## config.mk

```make
export PLATFORM = sky130hd
export DESIGN_NAME = turf_event_fragmenter
export DESIGN_NICKNAME = d
export VERILOG_FILES = /design/src/rtl/turf_event_fragmenter_pkg.sv /design/src/rtl/turf_event_fragmenter.sv
export SDC_FILE = /design/constraint.sdc
export NUM_CORES = 1
export LEC_CHECK = 0
export ABC_CLOCK_PERIOD_IN_PS = 5700
export CORE_MARGIN = 1
export CORE_UTILIZATION = 50
export DETAILED_ROUTE_END_ITERATION = 16
export HOLD_SLACK_MARGIN = 0.02
export PLACE_DENSITY_LB_ADDON = 0.12
export SYNTH_ARGS = -nofsm -noshare
export SYNTH_HDL_FRONTEND = slang
export SYNTH_SLANG_ARGS = --single-unit
```

## constraint.sdc

```tcl
create_clock -name aclk -period 5.7 [get_ports aclk]
set_input_delay 1.14 -clock aclk [delete_from_list [all_inputs] [get_ports aclk]]
set_output_delay 1.14 -clock aclk [all_outputs]
set_load 0.05 [all_outputs]
```

## src/rtl/turf_event_fragmenter_pkg.sv

```systemverilog
// Shared types and constants for the event fragmenter: FSM states, tag layout, UDP sizes.
package turf_event_fragmenter_pkg;

  typedef enum logic [2:0] {
    StIdle,
    StLoad,
    StFragHdr,
    StFragTag,
    StFragData,
    StHoldoff,
    StDump,
    StStopped
  } state_e;

  // UDP header is 8 bytes; every fragment also carries one 8-byte tag qword.
  localparam int unsigned UDP_HDR_BYTES = 8;
  localparam int unsigned TAG_BYTES     = 8;

  // Tag qword layout: {event_number, frag_index, last, frag_qwords[14:0]}.
  localparam int unsigned TAG_EVNUM_MSB = 63;
  localparam int unsigned TAG_EVNUM_LSB = 32;
  localparam int unsigned TAG_IDX_MSB   = 31;
  localparam int unsigned TAG_IDX_LSB   = 16;
  localparam int unsigned TAG_LAST_BIT  = 15;
  localparam int unsigned TAG_QW_MSB    = 14;
  localparam int unsigned TAG_QW_LSB    = 0;

  function automatic logic [63:0] make_tag(input logic [31:0] evnum, input logic [15:0] idx,
                                           input logic last, input logic [14:0] qwords);
    logic [63:0] tag;
    tag = '0;
    tag[TAG_EVNUM_MSB:TAG_EVNUM_LSB] = evnum;
    tag[TAG_IDX_MSB:TAG_IDX_LSB]     = idx;
    tag[TAG_LAST_BIT]                = last;
    tag[TAG_QW_MSB:TAG_QW_LSB]       = qwords;
    return tag;
  endfunction

endpackage

```

## src/rtl/turf_event_fragmenter.sv

```systemverilog
// Splits length-prefixed events into UDP fragments: header, tag qword, then payload qwords.
module turf_event_fragmenter
  import turf_event_fragmenter_pkg::*;
#(
  parameter string       DEBUG      = "FALSE",
  parameter int unsigned EVNUM_BITS = 32
) (
  input  logic        aclk,
  input  logic        aresetn,
  input  logic [15:0] s_evlen_tdata,
  input  logic        s_evlen_tvalid,
  output logic        s_evlen_tready,
  input  logic [63:0] s_evdata_tdata,
  input  logic        s_evdata_tvalid,
  output logic        s_evdata_tready,
  output logic [63:0] m_udphdr_tdata,
  output logic        m_udphdr_tvalid,
  input  logic        m_udphdr_tready,
  output logic [63:0] m_udpdata_tdata,
  output logic [7:0]  m_udpdata_tkeep,
  output logic        m_udpdata_tlast,
  output logic        m_udpdata_tvalid,
  input  logic        m_udpdata_tready,
  input  logic [9:0]  nfragment_count_i,
  input  logic [31:0] fragment_holdoff_i,
  input  logic [31:0] event_ip_i,
  input  logic [15:0] event_port_i,
  input  logic        event_open_i,
  input  logic        emergency_stop_i,
  output logic        stopped_o
);

  state_e                  state_q, state_d;
  logic [EVNUM_BITS-1:0]   event_number_q, event_number_d;
  logic [16:0]             remaining_q, remaining_d;
  logic [15:0]             frag_index_q, frag_index_d;
  logic [31:0]             hold_cnt_q, hold_cnt_d;
  logic [9:0]              nfrag_q, nfrag_d;
  logic [31:0]             holdoff_q, holdoff_d;
  logic [31:0]             ip_q, ip_d;
  logic [15:0]             port_q, port_d;
  logic [10:0]             frag_left_q, frag_left_d;

  logic [16:0] nfrag_plus1;
  logic [16:0] frag_qwords;
  logic [19:0] udp_len_full;
  logic        frag_is_last;
  logic        holdoff_done;
  logic [31:0] evnum_32;

  // Fragment sizing; remaining only changes in FRAG_DATA, so this is stable in HDR/TAG.
  always_comb begin
    nfrag_plus1  = {7'd0, nfrag_q} + 17'd1;
    frag_qwords  = (remaining_q < nfrag_plus1) ? remaining_q : nfrag_plus1;
    udp_len_full = {frag_qwords, 3'b000} + 20'(UDP_HDR_BYTES + TAG_BYTES);
    frag_is_last = (remaining_q == frag_qwords);
    // A holdoff of 0 still spends one cycle in HOLDOFF.
    holdoff_done = ({1'b0, hold_cnt_q} + 33'd1) >= {1'b0, holdoff_q};
    evnum_32     = 32'(event_number_q);
  end

  // Next-state and output decode.
  always_comb begin
    state_d          = state_q;
    event_number_d   = event_number_q;
    remaining_d      = remaining_q;
    frag_index_d     = frag_index_q;
    hold_cnt_d       = hold_cnt_q;
    nfrag_d          = nfrag_q;
    holdoff_d        = holdoff_q;
    ip_d             = ip_q;
    port_d           = port_q;
    frag_left_d      = frag_left_q;
    s_evlen_tready   = 1'b0;
    s_evdata_tready  = 1'b0;
    m_udphdr_tdata   = '0;
    m_udphdr_tvalid  = 1'b0;
    m_udpdata_tdata  = '0;
    m_udpdata_tkeep  = '0;
    m_udpdata_tlast  = 1'b0;
    m_udpdata_tvalid = 1'b0;
    stopped_o        = 1'b0;

    unique case (state_q)
      StIdle: begin
        if (emergency_stop_i) begin
          state_d = StStopped;
        end else begin
          s_evlen_tready = 1'b1;
          if (s_evlen_tvalid) begin
            remaining_d = {1'b0, s_evlen_tdata};
            state_d     = StLoad;
          end
        end
      end

      StLoad: begin
        nfrag_d      = nfragment_count_i;
        holdoff_d    = fragment_holdoff_i;
        ip_d         = event_ip_i;
        port_d       = event_port_i;
        frag_index_d = '0;
        hold_cnt_d   = '0;
        // A zero-length event is routed through DUMP, which exits immediately.
        if (!event_open_i || emergency_stop_i || (remaining_q == '0)) begin
          state_d = StDump;
        end else begin
          state_d = StFragHdr;
        end
      end

      StFragHdr: begin
        m_udphdr_tvalid = 1'b1;
        m_udphdr_tdata  = {ip_q, port_q, udp_len_full[15:0]};
        if (m_udphdr_tready) state_d = StFragTag;
      end

      StFragTag: begin
        m_udpdata_tvalid = 1'b1;
        m_udpdata_tkeep  = 8'hFF;
        m_udpdata_tdata  = make_tag(evnum_32, frag_index_q, frag_is_last, frag_qwords[14:0]);
        if (m_udpdata_tready) begin
          frag_left_d = frag_qwords[10:0];
          state_d     = StFragData;
        end
      end

      StFragData: begin
        m_udpdata_tvalid = s_evdata_tvalid;
        m_udpdata_tdata  = s_evdata_tdata;
        m_udpdata_tkeep  = 8'hFF;
        m_udpdata_tlast  = (frag_left_q == 11'd1);
        s_evdata_tready  = m_udpdata_tready;
        if (s_evdata_tvalid && m_udpdata_tready) begin
          remaining_d = remaining_q - 17'd1;
          frag_left_d = frag_left_q - 11'd1;
          if (frag_left_q == 11'd1) begin
            if (remaining_q == 17'd1) begin
              event_number_d = event_number_q + EVNUM_BITS'(1);
              state_d        = StIdle;
            end else begin
              frag_index_d = frag_index_q + 16'd1;
              hold_cnt_d   = '0;
              state_d      = StHoldoff;
            end
          end
        end
      end

      StHoldoff: begin
        if (holdoff_done) begin
          state_d = emergency_stop_i ? StDump : StFragHdr;
        end else begin
          hold_cnt_d = hold_cnt_q + 32'd1;
        end
      end

      StDump: begin
        s_evdata_tready = 1'b1;
        if (remaining_q == '0) begin
          state_d = emergency_stop_i ? StStopped : StIdle;
        end else if (s_evdata_tvalid) begin
          remaining_d = remaining_q - 17'd1;
          if (remaining_q == 17'd1) state_d = emergency_stop_i ? StStopped : StIdle;
        end
      end

      StStopped: begin
        stopped_o = 1'b1;
        if (!emergency_stop_i) state_d = StIdle;
      end

      default: state_d = StIdle;
    endcase
  end

  // State and per-event context registers.
  always_ff @(posedge aclk or negedge aresetn) begin
    if (!aresetn) begin
      state_q        <= StIdle;
      event_number_q <= '0;
      remaining_q    <= '0;
      frag_index_q   <= '0;
      hold_cnt_q     <= '0;
      nfrag_q        <= '0;
      holdoff_q      <= '0;
      ip_q           <= '0;
      port_q         <= '0;
      frag_left_q    <= '0;
    end else begin
      state_q        <= state_d;
      event_number_q <= event_number_d;
      remaining_q    <= remaining_d;
      frag_index_q   <= frag_index_d;
      hold_cnt_q     <= hold_cnt_d;
      nfrag_q        <= nfrag_d;
      holdoff_q      <= holdoff_d;
      ip_q           <= ip_d;
      port_q         <= port_d;
      frag_left_q    <= frag_left_d;
    end
  end

  // Probe bundle for the event_frag_ila core, picked up by the implementation flow.
  if (DEBUG == "TRUE") begin : event_frag_ila
    (* mark_debug = "true" *) logic [2:0] dbg_state;
    (* mark_debug = "true" *) logic [3:0] dbg_handshakes;
    assign dbg_state      = state_q;
    assign dbg_handshakes = {m_udphdr_tvalid, m_udphdr_tready, m_udpdata_tvalid, m_udpdata_tready};
  end

endmodule
```

==> flow_metrics.py, run 1 <==
metrics = {
    "clock_tree": {
        "clkSinkCount": 201,
        "cts_root_buf": "clkbuf_16",
        "clock_path_buffers": 3,
        "worst_skew_pair.late_latency_ps": 510,
        "postCtsHoldBufs": 0,
        "htreeDepth": 1,
        "cts_tree": "yes",
        "numCtsBuffers": 23,
        "clk_pin_slew_ps": 60,
    },
    "synthesis": {
        "async_reset_ff_share_pct": 100,
        "yosysWarnings": 0,
        "yosysTopAreaCellShare_pct": 40.7,
        "yosysSeqAreaShare_pct": 40.7,
        "yosys_register_bits": 201,
        "syn-cell-area_sq_um": 12300,
        "yosys.area.top_type": "dfrtp_1",
        "avgSynthCellArea_sq_um": 9.00,
        "synth_enable_flop_cells": 0,
        "synth.area.top_cells": "dfrtp_1 (41%), mux2_2 (5.9%), ha_1 (5.2%), nand2_1 (4.6%), o21ai_0 (4.1%)",
        "synth_ff_type": "dfrtp_1",
        "ys_types": 67,
        "syn_inst": 1372,
    },
    "global_routing": {
        "grt_antenna_before_repair": 1,
        "grt_start_max_net_pins": 104,
        "grtUsageTotal_pct": 27.4,
        "met1_usage_pct": 35.3,
        "grt-ovfl-total": 0,
        "grt_pass1_vias": 10934,
        "top_usage_layer": "met2",
        "grt.met2_usage_pct": 44.5,
        "grt.met3_usage_pct": 6.93,
        "grt_first_pass_wirelength_um": 56700,
    },
    "final_layout": {
        "final_nets": 1886,
        "drive_above_1_share_pct": 12.5,
        "utilization_pct": 69.7,
        "stdcell_area_sq_um": 16900,
        "area_delta_synth_final_pct": 36.9,
    },
    "pwr": {
        "power.density_nw_per_um2": 501,
        "vdd_ir_drop_max_mv": 0.371,
        "p_leak_nw": 7.40,
    },
    "place": {
        "io_buffers": 315,
        "post-place-ws_ps": 232,
        "gp_congestion": 0.897,
        "post_dp_cell_area_sq_um": 15800,
        "dp_hpwl_um": 25300,
    },
    "timing": {
        "setup_slack_ps": 135,
        "period_minus_slack_ps": 5560,
        "fmax_ghz": 0.180,
        "hold_violations": 0,
        "tightest_slew_ps": 1210,
        "drv_slew": 0,
        "post-route-period-util_pct": 97.6,
        "clock_skew_ps": 8.49,
        "slew_headroom_pct": 18.8,
        "finalSetupViolations": 0,
    },
    "detailed_routing": {
        "vias": 11230,
        "wl_per_cell_um": 17.5,
        "first_pass_iters": 5,
        "drt_iter0_markers": 608,
        "routed_wl_um": 34900,
        "avgViaCountPerCell": 5.62,
        "drc": 0,
        "ant_nets": 0,
    },
    "floorplanning": {
        "dieWidth_um": 159,
        "die-height_um": 159,
        "rows": 57,
        "core_area_sq_um": 24200,
        "num_io_pins": 320,
        "die_area_sq_um": 25300,
        "initial_core_util_pct": 50.9,
    },
    "worst_setup_path": {
        "cp.required_ps": 4560,
        "crit_arrival_ps": 4420,
        "critPathKind": "reg2out",
        "critical_path_peak_fanout": 5,
        "crit_top_cell": "buf_4",
        "worstPathCellList": "buf_4, nand3_1, xnor2_1, buf_4, inv_1, ha_1, a21oi_1, nand2_1, a211o_1, a21oi_4, mux2i_2, ha_4, nand3_2, nand2b_1, mux2_4, or4_4, nand2_4, buf_12",
        "cp_slowest_stage_delay_ps": 530,
        "start_kind": "flop",
        "cpMaxStageDelayCell": "or4_4",
        "worst_setup_path_end_kind": "primary output",
    },
    "status": {
        "outcome": "complete, no violations",
    },
    "job": {
        "cap_violations": 0,
    },
    "worst_hold_path": {
        "hold_class": "reg2reg",
    },
}
[layout make-up]
type                            count  area (sq um)
Tap cell                          324           405
Inverter                           65           244
Sequential cell                   201          5040
Clock buffer                       32           669
Timing Repair Buffer              349          3520
Antenna cell                        1          2.50
Clock inverter                     10           156
Fill cell                        1944          7350
Multi-Input combinational cell   1017          6860
[registers in the layout (all words and copies together) (netlist names)]
| name | flops |
|---|---|
| event_number_q | 32 |
| hold_cnt_q | 32 |
| holdoff_q | 32 |
| ip_q | 32 |
| remaining_q | 17 |
| frag_index_q | 16 |
| port_q | 16 |
| frag_left_q | 11 |
| nfrag_q | 10 |
| state_q | 3 |
[cells by family (layout without fill, tap and decap cells)]
family	count (synthesis)	count (layout)	synth area share, %
AOI/OAI and AO/OA	286	286	14.8
adders and majority gates	51	51	5.17
other	1	5	0.0304
muxes	81	81	7.23
xor gates and xnor gates	86	86	6.10
DFF	201	201	40.7
and+or+nand+nor	509	509	20.6
buffers and inverters	157	456	5.39
[Yosys cell counts (4+ instances only)]
library cell,count
dfrtp_1,201
nand2_1,151
o21ai_0,100
nor2_1,99
and3_1,70
inv_1,65
mux2_2,65
clkbuf_1,64
a21oi_1,57
nand3_1,52
ha_1,51
a22o_1,50
xnor2_1,45
xor2_1,41
nand4_1,30
nor3_1,30
mux2i_1,16
a21o_1,15
buf_4,13
and2_1,12
nor4_1,12
a31oi_1,10
buf_2,10
o21ai_1,10
or3_1,10
or2_2,7
and4_1,6
o22a_1,5
a211oi_1,4
a22oi_1,4
nand2b_1,4
nor2b_1,4
[where the power goes]
part / switching (mW) / total (mW) / internal (mW)
registers: 0.442 / 2.37 / 1.93
clock network: 0.599 / 1.60 / 1.00
logic: 2.73 / 4.50 / 1.77
[layer usage]
metal | up-vias | wire length, um
li1 | 5401 | -
met1 | 5368 | 14900
met2 | 382 | 16100
met3 | 79 | 2630
met4 | 0 | 1310
met5 | - | 0
[final timing paths]
kind	from	endpoint	slack (ps)	depth (start not counted)
min reg2reg	event_number_q[3]	event_number_q[3]	470	1
max	nfrag_q[0]	m_udphdr_tdata[12]	140	18
min in group asynchronous	aresetn	remaining_q[6]	690	1
max in group asynchronous	aresetn	hold_cnt_q[1]	3720	2
min	event_number_q[3]	event_number_q[3]	470	1
max reg2reg	hold_cnt_q[9]	hold_cnt_q[18]	1060	15
[placed cells by master, fill, tap and decap left out, types with 6 or more instances in the layout]
master / count
clkbuf_16: 23
a31oi_1: 10
xor2_1: 38
o21ai_1: 10
o21ai_0: 100
nand2_1: 150
nor3_1: 27
a21o_1: 15
and4_1: 6
or2_2: 7
dfrtp_1: 195
nor2_1: 97
nor4_1: 12
or3_1: 10
clkdlybuf4s50_1: 292
buf_4: 43
and2_1: 12
a21oi_1: 55
clkbuf_8: 7
mux2_2: 64
dfrtp_2: 6
ha_1: 48
a22o_1: 50
mux2i_1: 14
buf_12: 13
nand4_1: 30
xnor2_1: 44
nand3_1: 50
inv_1: 64
and3_1: 69
[worst max-delay path: cells and delay by family (launching register included)]
| kind | cells | cell delay (ps) |
|---|---|---|
| xor+xnor | 1 | 110 |
| flops | 1 | 430 |
| simple gates | 6 | 980 |
| mux | 2 | 650 |
| fa+ha+maj | 2 | 530 |
| compound gates | 3 | 680 |
| buf+inv | 4 | 500 |
[metrics by stage]
step / cells / setup TNS (ps) / total power, mW / hold slack, ps
final: 1999 / 0 / 8.47 / 473
after global routing: 1999 / -27.6 / 9.00 / 486
after global placement: 1945 / 0 / 6.59 / 460
after detailed placement: 1945 / 0 / 6.70 / 470
after floorplan: 1375 / 0 / 5.32 / 442
after CTS: 1991 / 0 / 8.36 / 480
[what timing repair did]
item,in CTS,in global routing
gates resized for setup,9,24
buffers inserted,4,7
setup endpoints to repair,4,4
pin swaps,2,12
Power figures use the tool's default switching activity.
==> inputs of run 2 (changes only) <==
--- a/config.mk
+++ b/config.mk
@@ -8,3 +8,3 @@
 export ABC_CLOCK_PERIOD_IN_PS = 5700
-export CORE_MARGIN = 1
+export CORE_MARGIN = 3
 export CORE_UTILIZATION = 50
--- a/constraint.sdc
+++ b/constraint.sdc
@@ -3,2 +3,2 @@
 set_output_delay 1.14 -clock aclk [all_outputs]
-set_load 0.05 [all_outputs]
+set_load 0.02 [all_outputs]
==> run 2 against run 1 <==
Against the previous run:
- wire length rose by 2.7%
- sequential share of layout area rose by 0.28 points
- via count barely moved
- first-iteration DRC count rose by 2.6%
- critical path type unchanged
- clock power fell by 4%
- sequential power barely moved
- critical endpoint unchanged
- die area rose by 5.1%
- global-route usage fell by 1.3 points
- clock-buffer cell count rose by 3
==> flow_metrics.py, run 2 (synthesis gave the netlist of run 1 again) <==
metrics = {
    "timing": {
        "holdWs_ps": 472,
        "drv_slew": 0,
        "post-route-period-util_pct": 96.8,
        "setup_slack_ps": 182,
        "fmax_ghz": 0.181,
        "hold_violations": 0,
        "finalSetupViolations": 0,
        "period_minus_slack_ps": 5520,
        "slew_headroom_pct": 17.8,
        "tightest_slew_ps": 1220,
        "rsz0062_at_grt": "true",
        "setup_tns_ps": 0,
        "clock_skew_ps": 10.8,
    },
    "worst_setup_path": {
        "crit_arrival_ps": 4380,
        "critical_path_peak_fanout": 5,
        "worst-r2r-cell-count": 14,
        "worstPathCellList": "buf_6, buf_4, nand3_1, xnor2_1, inv_1, ha_1, a21oi_1, nand2_1, a211o_1, a21oi_2, mux2i_2, ha_2, nand3_1, nand2b_1, mux2_4, or4_4, nand2_1, buf_4",
        "reg2reg_slack_ps": 1100,
        "cp_slowest_stage_delay_ps": 470,
        "cpMaxStageDelayCell": "or4_4",
        "reg2reg_to": "hold_cnt_q[18]",
        "cp.required_ps": 4560,
        "worst_setup_path_end_kind": "primary output",
        "start_kind": "flop",
        "cp-endpoint": "m_udphdr_tdata[12]",
        "cp-startpoint": "nfrag_q[0]",
        "reg2reg_from": "hold_cnt_q[6]",
        "critPathKind": "reg2out",
    },
    "place": {
        "io_buffers": 315,
        "post_dp_cell_area_sq_um": 15800,
        "gp_congestion": 0.926,
        "placedCellCount": 1947,
        "dp_hpwl_um": 26300,
        "post-place-ws_ps": 94.7,
    },
    "clock_tree": {
        "postCtsHoldBufs": 0,
        "cts_tree": "yes",
        "clock_path_buffers": 3,
        "cts_root_buf": "clkbuf_16",
        "clk_pin_slew_ps": 60,
        "clkSinkCount": 201,
        "worst_skew_pair.late_latency_ps": 500,
        "htreeDepth": 1,
        "numCtsBuffers": 24,
    },
    "floorplanning": {
        "dieWidth_um": 163,
        "die_area_sq_um": 26600,
        "core_area_sq_um": 23900,
        "rows": 56,
        "initial_core_util_pct": 51.7,
        "num_io_pins": 320,
        "die-height_um": 163,
    },
    "detailed_routing": {
        "vias": 11235,
        "drt_iter0_markers": 624,
        "first_pass_iters": 5,
        "drc": 0,
        "ant_nets": 0,
        "routed_wl_um": 35900,
        "avgViaCountPerCell": 5.62,
        "wl_per_cell_um": 18.0,
    },
    "global_routing": {
        "grt-ovfl-total": 0,
        "grt_antenna_before_repair": 1,
        "grt_pass1_vias": 10868,
        "grtUsageTotal_pct": 26.1,
        "grt_first_pass_wirelength_um": 57000,
        "grt_start_max_net_pins": 105,
    },
    "pwr": {
        "p_seq_share_pct": 30.3,
        "p_comb_share_pct": 49.8,
        "p_leak_nw": 7.36,
        "switchingPower_mw": 3.12,
        "vdd_ir_drop_max_mv": 0.341,
        "power.internal_mw": 4.62,
        "clockPowerShare_pct": 19.9,
        "power.density_nw_per_um2": 464,
        "power.total_mw": 7.75,
        "swShare_pct": 40.3,
    },
    "final_layout": {
        "stdcell_area_sq_um": 16700,
        "seq_area_sq_um": 5030,
        "fillers": 1871,
        "utilization_pct": 70.0,
        "drive_above_1_share_pct": 10.8,
        "final_nets": 1892,
        "area_delta_synth_final_pct": 35.4,
        "insertedDiodeCount": 0,
        "layoutNonFillerInstCount": 1998,
        "multi_input_area_sq_um": 6770,
        "layout_common_cells": "clkdlybuf4s50_1 (310), dfrtp_1 (201), nand2_1 (151)",
        "final_common_cell": "clkdlybuf4s50_1",
    },
    "job": {
        "cap_violations": 0,
    },
    "status": {
        "outcome": "complete, no violations",
    },
    "worst_hold_path": {
        "hold_class": "reg2reg",
    },
}
## run 2: cell count changes in the layout (fill, tap and decap cells not counted), sizes merged
| cell | change |
|---|---|
| inv | -1 |
| dlymetal6s2s | +1 |
| clkbuf | +3 |
| buf | -15 |
| dlygate4sd2 | +1 |
| diode | -1 |
| clkdlybuf4s50 | +18 |
| bufinv | -2 |
## run 2: worst min path at each step
stage,startpoint,to,depth (start not counted)
floorplan,event_number_q[31],event_number_q[31],1
global placement,event_number_q[3],event_number_q[3],1
detailed placement,event_number_q[3],event_number_q[3],1
CTS,event_number_q[3],event_number_q[3],1
global route,ip_q[19],ip_q[19],1
finish,event_number_q[3],event_number_q[3],1
## run 2: worst max-delay path, delay by kind of cell, from the launching register on
kind            cells  cell delay (ps)
compound gates      3              730
xor+xnor            1              210
fa+ha+maj           2              550
buf+inv             4              430
flops               1              420
mux                 2              570
simple gates        6              940
## run 2: power by group through the flow
stage / Clock [mW] / Combinational (mW) / Sequential, mW
after floorplan: 0 / 2.50 / 2.20
after global placement: 0 / 3.67 / 2.32
after detailed placement: 0 / 3.74 / 2.35
after CTS: 1.58 / 3.78 / 2.33
after global routing: 1.64 / 4.25 / 2.42
final: 1.54 / 3.86 / 2.35
## run 2: what timing repair did
item	in CTS	in global routing
pin swaps	0	8
buffers inserted	0	9
endpoints found under the setup margin	3	9
gates resized for setup	12	18
## run 2: per-layer routing
metal / up-vias / GRT usage (%) / wire length, um / share of wire, %
met5: - / 0 / 15 / 0.042
met4: 2 / 6.61 / 792 / 2.2
met3: 56 / 5.73 / 2730 / 7.6
met2: 405 / 44.9 / 17400 / 49
met1: 5357 / 33.6 / 14900 / 42
li1: 5415 / - / - / -
## run 2: final cells by class
type | instances | share of cell area [%]
Multi-Input combinational cell | 1017 | 40.5
Tap cell | 319 | 2.39
Inverter | 65 | 1.46
Sequential cell | 201 | 30.1
Timing Repair Buffer | 354 | 20.7
Clock buffer | 35 | 4.33
Clock inverter | 7 | 0.524
